<file path="src/rtl/seq_stage_controller_pkg.sv">
// Shared encodings for the sequential Y86-64 stage sequencer: state codes,
// architectural status codes and the halt icode.
package seq_stage_controller_pkg;

    typedef enum logic [3:0] {
        S_INIT      = 4'd0,
        S_FETCH     = 4'd1,
        S_DECODE    = 4'd2,
        S_EXECUTE   = 4'd3,
        S_MEMORY    = 4'd4,
        S_MEM_WAIT  = 4'd5,
        S_WRITEBACK = 4'd6,
        S_PC_UPDATE = 4'd7,
        S_PC_WAIT   = 4'd8,
        S_HALTED    = 4'd9,
        S_PAUSE     = 4'd10
    } state_e;

    typedef enum logic [1:0] {
        STAT_AOK = 2'd0,
        STAT_HLT = 2'd1,
        STAT_ADR = 2'd2,
        STAT_INS = 2'd3
    } stat_e;

    localparam logic [3:0] IHALT = 4'h0;

    // Reset window, halt and single-step pause are not program execution time.
    function automatic logic counts_cycle(input state_e s);
        return !((s == S_INIT) || (s == S_HALTED) || (s == S_PAUSE));
    endfunction

endpackage

</file>
<file path="src/rtl/seq_step_sync.sv">
// Step button synchronizer with rising-edge pulse; only built when
// SEQ_SINGLE_STEP_EN is defined.
`ifdef SEQ_SINGLE_STEP_EN
module seq_step_sync (
    input  logic clock,
    input  logic reset,
    input  logic step_in,
    output logic step_rise
);

    logic sync1_q, sync1_d;
    logic sync2_q, sync2_d;
    logic prev_q, prev_d;
    logic rise_q, rise_d;

    // Next values for the synchronizer chain and edge detector.
    always_comb begin
        sync1_d = step_in;
        sync2_d = sync1_q;
        prev_d  = sync2_q;
        rise_d  = sync2_q & ~prev_q;
    end

    // Synchronizer, edge-history and pulse registers.
    always_ff @(posedge clock) begin
        if (!reset) begin
            sync1_q <= 1'b0;
            sync2_q <= 1'b0;
            prev_q  <= 1'b0;
            rise_q  <= 1'b0;
        end else begin
            sync1_q <= sync1_d;
            sync2_q <= sync2_d;
            prev_q  <= prev_d;
            rise_q  <= rise_d;
        end
    end

    assign step_rise = rise_q;

endmodule
`endif

</file>
<file path="src/rtl/seq_stage_controller.sv">
// Stage sequencer and RIP owner for the sequential Y86-64 CPU.
// Optional single-step pause state is enabled by defining SEQ_SINGLE_STEP_EN.
module seq_stage_controller
    import seq_stage_controller_pkg::*;
#(
    parameter int unsigned          PC_WIDTH    = 64,
    parameter logic [PC_WIDTH-1:0]  RESET_PC    = {PC_WIDTH{1'b0}},
    parameter int unsigned          INIT_DELAY  = 10,
    parameter int unsigned          MEM_TIMEOUT = 8,
    parameter int unsigned          CNT_WIDTH   = 32
) (
    input  logic                 clock,
    input  logic                 reset,
    input  logic [3:0]           icode,
    input  logic                 instr_valid,
    input  logic                 imem_error,
    input  logic                 dmem_error,
    input  logic                 mem_ready,
    input  logic [PC_WIDTH-1:0]  new_pc,
    input  logic                 step,
    output logic [PC_WIDTH-1:0]  pc,
    output logic                 reg_reset,
    output logic                 fetch_en,
    output logic                 decode_en,
    output logic                 exec_en,
    output logic                 mem_en,
    output logic                 wb_en,
    output logic                 pc_en,
    output logic [3:0]           state,
    output logic [1:0]           stat,
    output logic                 halted,
    output logic [CNT_WIDTH-1:0] cycle_count,
    output logic [CNT_WIDTH-1:0] instr_count
);

    localparam int unsigned INIT_W = (INIT_DELAY > 1) ? $clog2(INIT_DELAY) : 1;
    localparam int unsigned WAIT_W = (MEM_TIMEOUT > 1) ? $clog2(MEM_TIMEOUT) : 1;
    localparam logic [INIT_W-1:0]    INIT_LAST = INIT_W'(INIT_DELAY - 1);
    localparam logic [WAIT_W-1:0]    WAIT_LAST = WAIT_W'(MEM_TIMEOUT - 1);
    localparam logic [CNT_WIDTH-1:0] CNT_MAX   = {CNT_WIDTH{1'b1}};

    state_e                state_q, state_d;
    stat_e                 stat_q, stat_d;
    logic [PC_WIDTH-1:0]   pc_q, pc_d;
    logic [INIT_W-1:0]     init_cnt_q, init_cnt_d;
    logic [WAIT_W-1:0]     wait_cnt_q, wait_cnt_d;
    logic [CNT_WIDTH-1:0]  cycle_count_q, cycle_count_d;
    logic [CNT_WIDTH-1:0]  instr_count_q, instr_count_d;

`ifdef SEQ_SINGLE_STEP_EN
    logic step_pulse_s;

    seq_step_sync u_step_sync (
        .clock     (clock),
        .reset     (reset),
        .step_in   (step),
        .step_rise (step_pulse_s)
    );
`else
    logic unused_step_s;
    assign unused_step_s = step;
`endif

    // Next-state, status, PC and counter logic.
    always_comb begin
        state_d       = state_q;
        stat_d        = stat_q;
        pc_d          = pc_q;
        init_cnt_d    = init_cnt_q;
        wait_cnt_d    = wait_cnt_q;
        cycle_count_d = cycle_count_q;
        instr_count_d = instr_count_q;

        case (state_q)
            S_INIT: begin
                if (init_cnt_q == INIT_LAST) begin
                    state_d = S_FETCH;
                end else begin
                    init_cnt_d = init_cnt_q + INIT_W'(1);
                end
            end
            S_FETCH: begin
                if (imem_error) begin
                    state_d = S_HALTED;
                    stat_d  = STAT_ADR;
                end else begin
                    state_d = S_DECODE;
                end
            end
            S_DECODE: begin
                if (!instr_valid) begin
                    state_d = S_HALTED;
                    stat_d  = STAT_INS;
                end else if (icode == IHALT) begin
                    state_d = S_HALTED;
                    stat_d  = STAT_HLT;
                end else begin
                    state_d = S_EXECUTE;
                end
            end
            S_EXECUTE: state_d = S_MEMORY;
            S_MEMORY: begin
                state_d    = S_MEM_WAIT;
                wait_cnt_d = {WAIT_W{1'b0}};
            end
            // A ready arriving on the last permitted wait cycle still completes.
            S_MEM_WAIT: begin
                if (dmem_error) begin
                    state_d = S_HALTED;
                    stat_d  = STAT_ADR;
                end else if (mem_ready) begin
                    state_d = S_WRITEBACK;
                end else if (wait_cnt_q == WAIT_LAST) begin
                    state_d = S_HALTED;
                    stat_d  = STAT_ADR;
                end else begin
                    wait_cnt_d = wait_cnt_q + WAIT_W'(1);
                end
            end
            S_WRITEBACK: state_d = S_PC_UPDATE;
            S_PC_UPDATE: begin
                state_d = S_PC_WAIT;
                pc_d    = new_pc;
                if (instr_count_q != CNT_MAX) begin
                    instr_count_d = instr_count_q + CNT_WIDTH'(1);
                end else begin
                    instr_count_d = instr_count_q;
                end
            end
`ifdef SEQ_SINGLE_STEP_EN
            S_PC_WAIT: state_d = S_PAUSE;
            S_PAUSE: begin
                if (step_pulse_s) begin
                    state_d = S_FETCH;
                end else begin
                    state_d = S_PAUSE;
                end
            end
`else
            S_PC_WAIT: state_d = S_FETCH;
`endif
            S_HALTED: state_d = S_HALTED;
            default: begin
                state_d = S_HALTED;
                stat_d  = STAT_INS;
            end
        endcase

        if (counts_cycle(state_q) && (cycle_count_q != CNT_MAX)) begin
            cycle_count_d = cycle_count_q + CNT_WIDTH'(1);
        end else begin
            cycle_count_d = cycle_count_q;
        end
    end

    // State, architectural and counter registers with synchronous active-low reset.
    always_ff @(posedge clock) begin
        if (!reset) begin
            state_q       <= S_INIT;
            stat_q        <= STAT_AOK;
            pc_q          <= RESET_PC;
            init_cnt_q    <= {INIT_W{1'b0}};
            wait_cnt_q    <= {WAIT_W{1'b0}};
            cycle_count_q <= {CNT_WIDTH{1'b0}};
            instr_count_q <= {CNT_WIDTH{1'b0}};
        end else begin
            state_q       <= state_d;
            stat_q        <= stat_d;
            pc_q          <= pc_d;
            init_cnt_q    <= init_cnt_d;
            wait_cnt_q    <= wait_cnt_d;
            cycle_count_q <= cycle_count_d;
            instr_count_q <= instr_count_d;
        end
    end

    assign fetch_en    = (state_q == S_FETCH);
    assign decode_en   = (state_q == S_DECODE);
    assign exec_en     = (state_q == S_EXECUTE);
    assign mem_en      = (state_q == S_MEMORY) || (state_q == S_MEM_WAIT);
    assign wb_en       = (state_q == S_WRITEBACK);
    assign pc_en       = (state_q == S_PC_UPDATE);
    assign reg_reset   = (state_q == S_INIT);
    assign halted      = (state_q == S_HALTED);
    assign state       = state_q;
    assign stat        = stat_q;
    assign pc          = pc_q;
    assign cycle_count = cycle_count_q;
    assign instr_count = instr_count_q;

endmodule
</file>
<file path="config.mk">
export PLATFORM = sky130hd
export DESIGN_NAME = seq_stage_controller
export DESIGN_NICKNAME = d
export VERILOG_FILES = /design/src/rtl/seq_stage_controller_pkg.sv /design/src/rtl/seq_step_sync.sv /design/src/rtl/seq_stage_controller.sv
export SDC_FILE = /design/constraint.sdc
export NUM_CORES = 1
export LEC_CHECK = 0
export BUFFER_PORTS_ARGS = -buffer_cell sky130_fd_sc_hd__buf_2
export CELL_PAD_IN_SITES_DETAIL_PLACEMENT = 0
export CELL_PAD_IN_SITES_GLOBAL_PLACEMENT = 2
export CORE_UTILIZATION = 30
export DETAILED_ROUTE_END_ITERATION = 16
export HOLD_SLACK_MARGIN = 0.05
export PLACE_DENSITY_LB_ADDON = 0.1
export SLEW_MARGIN = 25
export SYNTH_ARGS = -nofsm -noshare
export SYNTH_HDL_FRONTEND = slang
export SYNTH_SLANG_ARGS = --single-unit
</file>
<file path="constraint.sdc">
create_clock -name clock -period 5.49 [get_ports clock]
set_input_delay 0.8235 -clock clock [delete_from_list [all_inputs] [get_ports clock]]
set_output_delay 0.8235 -clock clock [all_outputs]
set_load 0.05 [all_outputs]
</file>
==> qor.yml, run 1 <==
status: "finished clean"
synth_seq_cells: 141
rows: 52
r2r_cells: 8
synth_compound_area_share_pct: 19.4
clk_pin_slew_ps: 60
critPathArrivalTime_ps: 2740
min_path_cells: 2
cts_tree: "done"
finalPower_mw: 2.28
clk_latency_ps: 420
final_cell_mix: "buf_2 (215), nand2_1 (164), dfxtp_1 (141), a21oi_1 (111)"
drt_iter0_markers: 310
grt_max_degree: 74
final_common_cell: "buf_2"
p_leak_nw: 3.25
nNetsFinal: 1040
hold_viol: 0
worst_pin_slew_ps: 813
wl_per_cell_um: 14.7
cap_violations: 0
hold_class: "reg -> reg"
final_util_pct: 39.9
fmax_mhz: 281
ys.flop_type: "dfxtp_1"
required_ps: 4670
grt_overflow: 0
io_pins: 217
antenna_found_initial: 0
diodes: 0
wl_mm: 18.3
fin_crit_sh_pct: 64.9
r2r_slack_ps: 2180
finalHoldWorstSlack_ps: 451
rsz0062_at_grt: "false"
vias_per_cell: 5.01
critPathLaunchType: "flop"
yosysWarnings: 0
place.gp.congestion: 0.783
synth_seq_area_share_pct: 45.4
clock_tree.root_cell: "clkbuf_16"
wl_met3_um: 946
grt_pass1_vias: 5664
syn-cell-area_um2: 6220
tns_ps: 0
path_max_fanout: 69
via_count: 6221
fp.dieW_um: 146
synth_simple_gate_area_share_pct: 28.1
post_cts_resized: 0
multi_input_area_um2: 3160
cts_buffers: 17
powerDensity_nw_per_um2: 282
nFillCells: 2182
dieArea_um2: 21300
synth_cells: 765
synthMuxAreaShare_pct: 0.644
wl_met1_mm: 8.14
critical-path-slowest-cell: "dfxtp_1"
layout-drive-gt1-share_pct: 27.7
synth-edff-count: 0
worst_clock_skew_ps: 9.78
grtUsageTotal_pct: 16.9
synth_top_family_by_area: "simple AND/OR/NAND/NOR gates"
drc: 0
port_buffers: 215
r2r_end: "instr_count[31]"
synthAdderAreaFrac_pct: 1.21
async_flop_share_pct: 0
start_util_pct: 30.6
dp_hpwl_mm: 12.6
top_layer: "met4"
slew_viol_final: 0
area_delta_synth_final_pct: 30.2
setup_viol_count_final: 0
clockBufferDepth: 2
synth_xor_area_share_pct: 1.55
post_cts_buffers: 0
finalCriticalPeriod_ps: 3560
ir_drop_mv: 0.201
syn_nets: 846
grt_pass1_wl_mm: 28.9
die_h_um: 146
cts_max_level: 4
cts.sinks: 141
regArea_um2: 2820
synth.avg_cell_area_um2: 8.13
ys_types: 60
cts_hold_buffers: 0
cpMostUsedCell: "buf_4"
crit_chain: "nand4b_4, buf_4, inv_2, buf_4, buf_2"
whs_endpoint: "pc[37]"
fin_ws_ps: 1930
critPathMaxStageDelay_ps: 720
ant_nets: 0
wl_met2_mm: 9.00
firstDrtPassIters: 5
worstSetupPathType: "reg -> out"
timing.rr.start: "state[2]"
core-area_um2: 20300
relSlewSlack_pct: 45.8
endpoint_kind: "output pin"
hold_start: "pc[37]"
dp_slack_ps: 2130
==> state kept, by name, summed over array words and instances (netlist names) <==
signal       flops
pc              64
cycle_count     32
instr_count     32
init_cnt_q       4
state            4
wait_cnt_q       3
stat             2
==> worst max-delay path, delay by kind of cell (launching register included) <==
family	cells	cell delay [ps]
buffers and inverters	4	1430
AND/OR/NAND/NOR	1	130
flip-flops	1	720
==> layer usage <==
layer / GRT usage, % / vias to the layer above
met3: 4.55 / 16
met5: 0 / -
met2: 29.3 / 151
li1: - / 3129
met4: 5.52 / 0
met1: 20.2 / 2925
==> report_power, final <==
| group | internal (mW) | total [mW] | leakage (nW) | switching [mW] |
|---|---|---|---|---|
| Sequential | 1.03 | 1.03 | 1.14 | 0.00267 |
| Combinational | 0.0249 | 0.0575 | 1.82 | 0.0325 |
| Clock | 0.725 | 1.20 | 0.297 | 0.473 |
| Total | 1.78 | 2.28 | 3.25 | 0.509 |
==> through the flow <==
stage                     cells  area, um^2
after detailed placement   1210        7480
after floorplan             765        6220
after CTS                  1242        8100
after global placement     1210        7480
final                      1242        8100
after global routing       1242        8100
==> kinds of logic (layout without fill, tap and decap cells) <==
group | after synthesis | count (layout)
AND/OR/NAND/NOR | 345 | 345
adder cells (fa/ha/maj) | 6 | 6
multiplexers | 4 | 4
buffers and inverters | 59 | 266
XOR/XNOR | 11 | 11
AO/OA/AOI/OAI | 199 | 199
flip-flops | 141 | 141
==> worst max path at each step <==
stage	depth (start not counted)	endpoint	start	slack (ps)
floorplan	7	init_cnt_q[2]	state[2]	1800
global placement	8	instr_count[31]	state[2]	2220
detailed placement	8	instr_count[31]	state[2]	2130
CTS	5	pc_en	state[2]	1850
global route	5	pc_en	state[2]	1670
finish	5	pc_en	state[2]	1930
==> synth_stat cells, drive strengths merged, types with 2 or more instances <==
master,count,area share (%)
inv,16,0.97
or4,21,2.5
nand3,23,1.9
a21oi,112,9.1
nand2,164,9.9
a211oi,2,0.24
o21ai,32,2.6
o311ai,3,0.99
o31ai,22,2.7
and2,2,0.20
clkbuf,37,2.3
nand2b,12,1.2
nor3,11,0.89
and3,7,0.70
xnor2,4,0.56
nand4,22,2.3
a31o,2,0.28
a21o,3,0.36
or3,25,2.5
o22ai,2,0.20
buf,6,0.54
mux2i,4,0.64
nor4,8,1.0
dfxtp,141,45
nor2,31,1.9
a31oi,3,0.40
and4,6,0.84
nand4b,2,0.52
a311oi,2,0.28
xor2,7,0.99
o21a,3,0.36
ha,6,1.2
o41ai,2,0.28
and4bb,2,0.40
or2,3,0.30
o211ai,5,0.68
nor2b,3,0.30
==> layout make-up <==
type / instances / area share (%)
Sequential cell: 141 / 34.9
Clock inverter: 14 / 2.27
Tap cell: 270 / 4.17
Multi-Input combinational cell: 565 / 39.1
Timing Repair Buffer: 218 / 13.6
Inverter: 16 / 0.773
Clock buffer: 18 / 5.30
Power figures use the tool's default switching activity.
==> run 2, diff against run 1 <==
--- a/config.mk
+++ b/config.mk
@@ -5,10 +5,11 @@
 export SDC_FILE = /design/constraint.sdc
 export NUM_CORES = 1
 export LEC_CHECK = 0
+export ABC_AREA = 1
 export BUFFER_PORTS_ARGS = -buffer_cell sky130_fd_sc_hd__buf_2
 export CELL_PAD_IN_SITES_DETAIL_PLACEMENT = 0
 export CELL_PAD_IN_SITES_GLOBAL_PLACEMENT = 2
-export CORE_UTILIZATION = 30
+export CORE_UTILIZATION = 24
 export DETAILED_ROUTE_END_ITERATION = 16
 export HOLD_SLACK_MARGIN = 0.05
 export PLACE_DENSITY_LB_ADDON = 0.1
==> constraint.sdc (replaced) <==
create_clock -name clock -period 3 [get_ports clock]
set_input_delay 0.45 -clock clock [delete_from_list [all_inputs] [get_ports clock]]
set_output_delay 0.45 -clock clock [all_outputs]
set_load 0.05 [all_outputs]
==> qor.yml, run 2 <==
cts_buffers: 17  # unchanged
path_buf_inv: 1  # -3
yosysMostFrequentCell: "nor2_1"
cap_violations: 0  # unchanged
regArea_um2: 2820  # unchanged
vias_per_cell: 4.32  # -14%
synth_xor_area_share_pct: 0.879  # -0.67 points
fin_crit_sh_pct: 74.4
core-area_um2: 28600  # +41%
layout-drive-gt1-share_pct: 21.9  # -5.8 points
synth_top_family_by_area: "simple AND/OR/NAND/NOR gates"
final_common_cell: "nor2_1"
clock_tree.root_cell: "clkbuf_16"
swShare_pct: 26.9  # +4.6 points
fp.dieW_um: 173  # +18%
finalHoldWorstSlack_ps: 232  # -219 ps
antenna_found_initial: 1  # +1
internal_power_mw: 3.06  # +73%
critical-path-slowest-cell: "dfxtp_1"
cts_tree: "done"
synth.avg_cell_area_um2: 6.48  # -20%
ant_nets: 0  # unchanged
dpl-instance-area_um2: 8390  # +12%
powerDensity_nw_per_um2: 465  # +65%
syn_nets: 1158  # +37%
finalCriticalPeriod_ps: 2230
r2r_slack_ps: 880  # -1300 ps
worst_pin_slew_ps: 913  # +101 ps
synth_cells: 1077  # +41%
grt_overflow: 0  # unchanged
clockPowerShare_pct: 52.3  # -0.2 points
cts_max_level: 4  # unchanged
cts_hold_buffers: 0  # unchanged
dp_hpwl_mm: 16.9  # +34%
synth_top_area_share_pct: 40.5  # -4.9 points
synth_seq_area_share_pct: 40.5  # -4.9 points
diodes: 0  # unchanged
cp_top_family: "simple AND/OR/NAND/NOR gates"
p_leak_nw: 4.26  # +31%
start_util_pct: 24.4  # -6.3 points
synth_simple_gate_area_share_pct: 39.4  # +11 points
port_buffers: 215  # unchanged
multi_input_area_um2: 3580  # +13%
critPathArrivalTime_ps: 1780  # -960 ps
slew_viol_final: 0  # unchanged
ys_types: 31  # -48%
nNetsFinal: 1360  # +31%
ys.flop_type: "dfxtp_1"
placed_cells: 1644  # +36%
nFillCells: 3227  # +48%
worstSetupPathType: "reg -> out"
drc: 0  # unchanged
clockBufferDepth: 2  # unchanged
worst_clock_skew_ps: 16.8  # +7.03 ps
fin_ws_ps: 768  # -1160 ps
drt_iter0_markers: 341  # +10%
synth_seq_cells: 141  # unchanged
yosys-top-cells-count: "nor2_1 (303), nand2_1 (224), dfxtp_1 (141)"
post_cts_resized: 0  # unchanged
area_delta_synth_final_pct: 29.2
syn-cell-area_um2: 6980  # +12%
io_pins: 217  # unchanged
hold_class: "in -> reg"
grt_pass1_wl_mm: 38.8  # +34%
synthMuxAreaShare_pct: 0  # -0.64 points
fmax_mhz: 448
die_h_um: 173  # +18%
synth-edff-count: 0  # unchanged
tns_ps: 0  # unchanged
p_comb_share_pct: 2.8  # +0.3 points
required_ps: 2550  # -2120 ps
ir_drop_mv: 0.323  # +61%
finalNonFillerCells: 1676  # +35%
critPathLaunchType: "flop"
grt_pass1_vias: 7081  # +25%
place.gp.congestion: 0.764  # -2.4%
endpoint_kind: "output pin"
crit_chain: "nand2_2, nor2_4, buf_2"
setup_viol_count_final: 0  # unchanged
post_cts_buffers: 0  # unchanged
synth.area.top_cells: "dfxtp_1 (40%), nor2_1 (16%), nand2_1 (12%), o21ai_0 (5.4%), nand3_1 (5.0%)"
stdcell_area_um2: 9020  # +11%
synth_compound_area_share_pct: 9.86  # -9.5 points
switchingPower_mw: 1.13  # +120%
dieArea_um2: 29800  # +40%
seqPwrFrac_pct: 44.8  # -0.2 points
status: "finished clean"
yosysWarnings: 0  # unchanged
firstDrtPassIters: 5  # unchanged
yosysTopAreaCell: "dfxtp_1"
rsz0062_at_grt: "false"
clk_latency_ps: 430  # about the same
wl_mm: 23.8  # +30%
largest_reg_flops: 64  # unchanged
grtUsageTotal_pct: 16.4  # -0.47 points
async_flop_share_pct: 0  # unchanged
cts.sinks: 141  # unchanged
wl_per_cell_um: 14.2  # -3.5%
via_count: 7235  # +16%
hold_viol: 0  # unchanged
synthAdderAreaFrac_pct: 1.08  # -0.13 points
critPathMaxStageDelay_ps: 470  # -250 ps
final_cell_mix: "nor2_1 (303), nand2_1 (223), buf_2 (214), dfxtp_1 (141), inv_1 (92)"
dp_slack_ps: 835  # -1290 ps
rows: 62  # +19%
grt_max_degree: 121  # +64%
path_max_fanout: 10  # -86%
relSlewSlack_pct: 39.0  # -6.8 points
clk_pin_slew_ps: 90  # +30 ps
-- run 2: cells by family (layout without fill, tap and decap cells) --
group,count (synthesis),count (layout)
flip-flops,141,141
AO/OA/AOI/OAI,135,135
adder cells (fa/ha/maj),6,6
AND/OR/NAND/NOR,655,655
XOR/XNOR,7,7
buffers and inverters,133,348
-- run 2: area by class of cell --
class                   instances  area share [%]
well taps                     384            5.33
clock inverters                15            2.21
inverters                      93            3.87
clock buffers                  17            4.72
flip-flops and latches        141            31.3
multi-input cells             803            39.7
repair buffers                223            12.9
-- run 2: through the flow --
stage	power (mW)	utilization [%]
2_1_floorplan	1.98	-
3_3_place_gp	2.04	29.3
3_5_place_dp	2.05	29.3
4_1_cts	4.29	31.5
5_1_grt	4.37	31.5
6_report	4.19	31.5
-- run 2: tightest hold or removal path, delay by kind of cell --
family,cells,cell delay [ps]
buffers and inverters,1,80
and+or+nand+nor,2,110
-- run 2: worst paths after layout --
| check | from | end | depth (start not counted) |
|---|---|---|---|
| setup / recovery | state[2] | pc_en | 3 |
| hold / removal | new_pc[22] | pc[22] | 3 |
| setup reg to reg | instr_count[0] | instr_count[10] | 9 |
| hold reg to reg | stat[0] | stat[0] | 2 |
-- run 2: power groups by stage --
stage / Clock [mW] / Sequential (mW) / Combinational (mW)
after detailed placement: 0 / 1.92 / 0.123
final: 2.19 / 1.88 / 0.119
after global placement: 0 / 1.92 / 0.121
after global routing: 2.35 / 1.88 / 0.136
after floorplan: 0 / 1.92 / 0.0525
after CTS: 2.29 / 1.88 / 0.123
-- run 2: layer usage --
metal	global-route usage, %	wire (um)
met5	0	10
met4	4.17	248
met3	5.02	1490
met2	27.1	11000
met1	20.7	11100
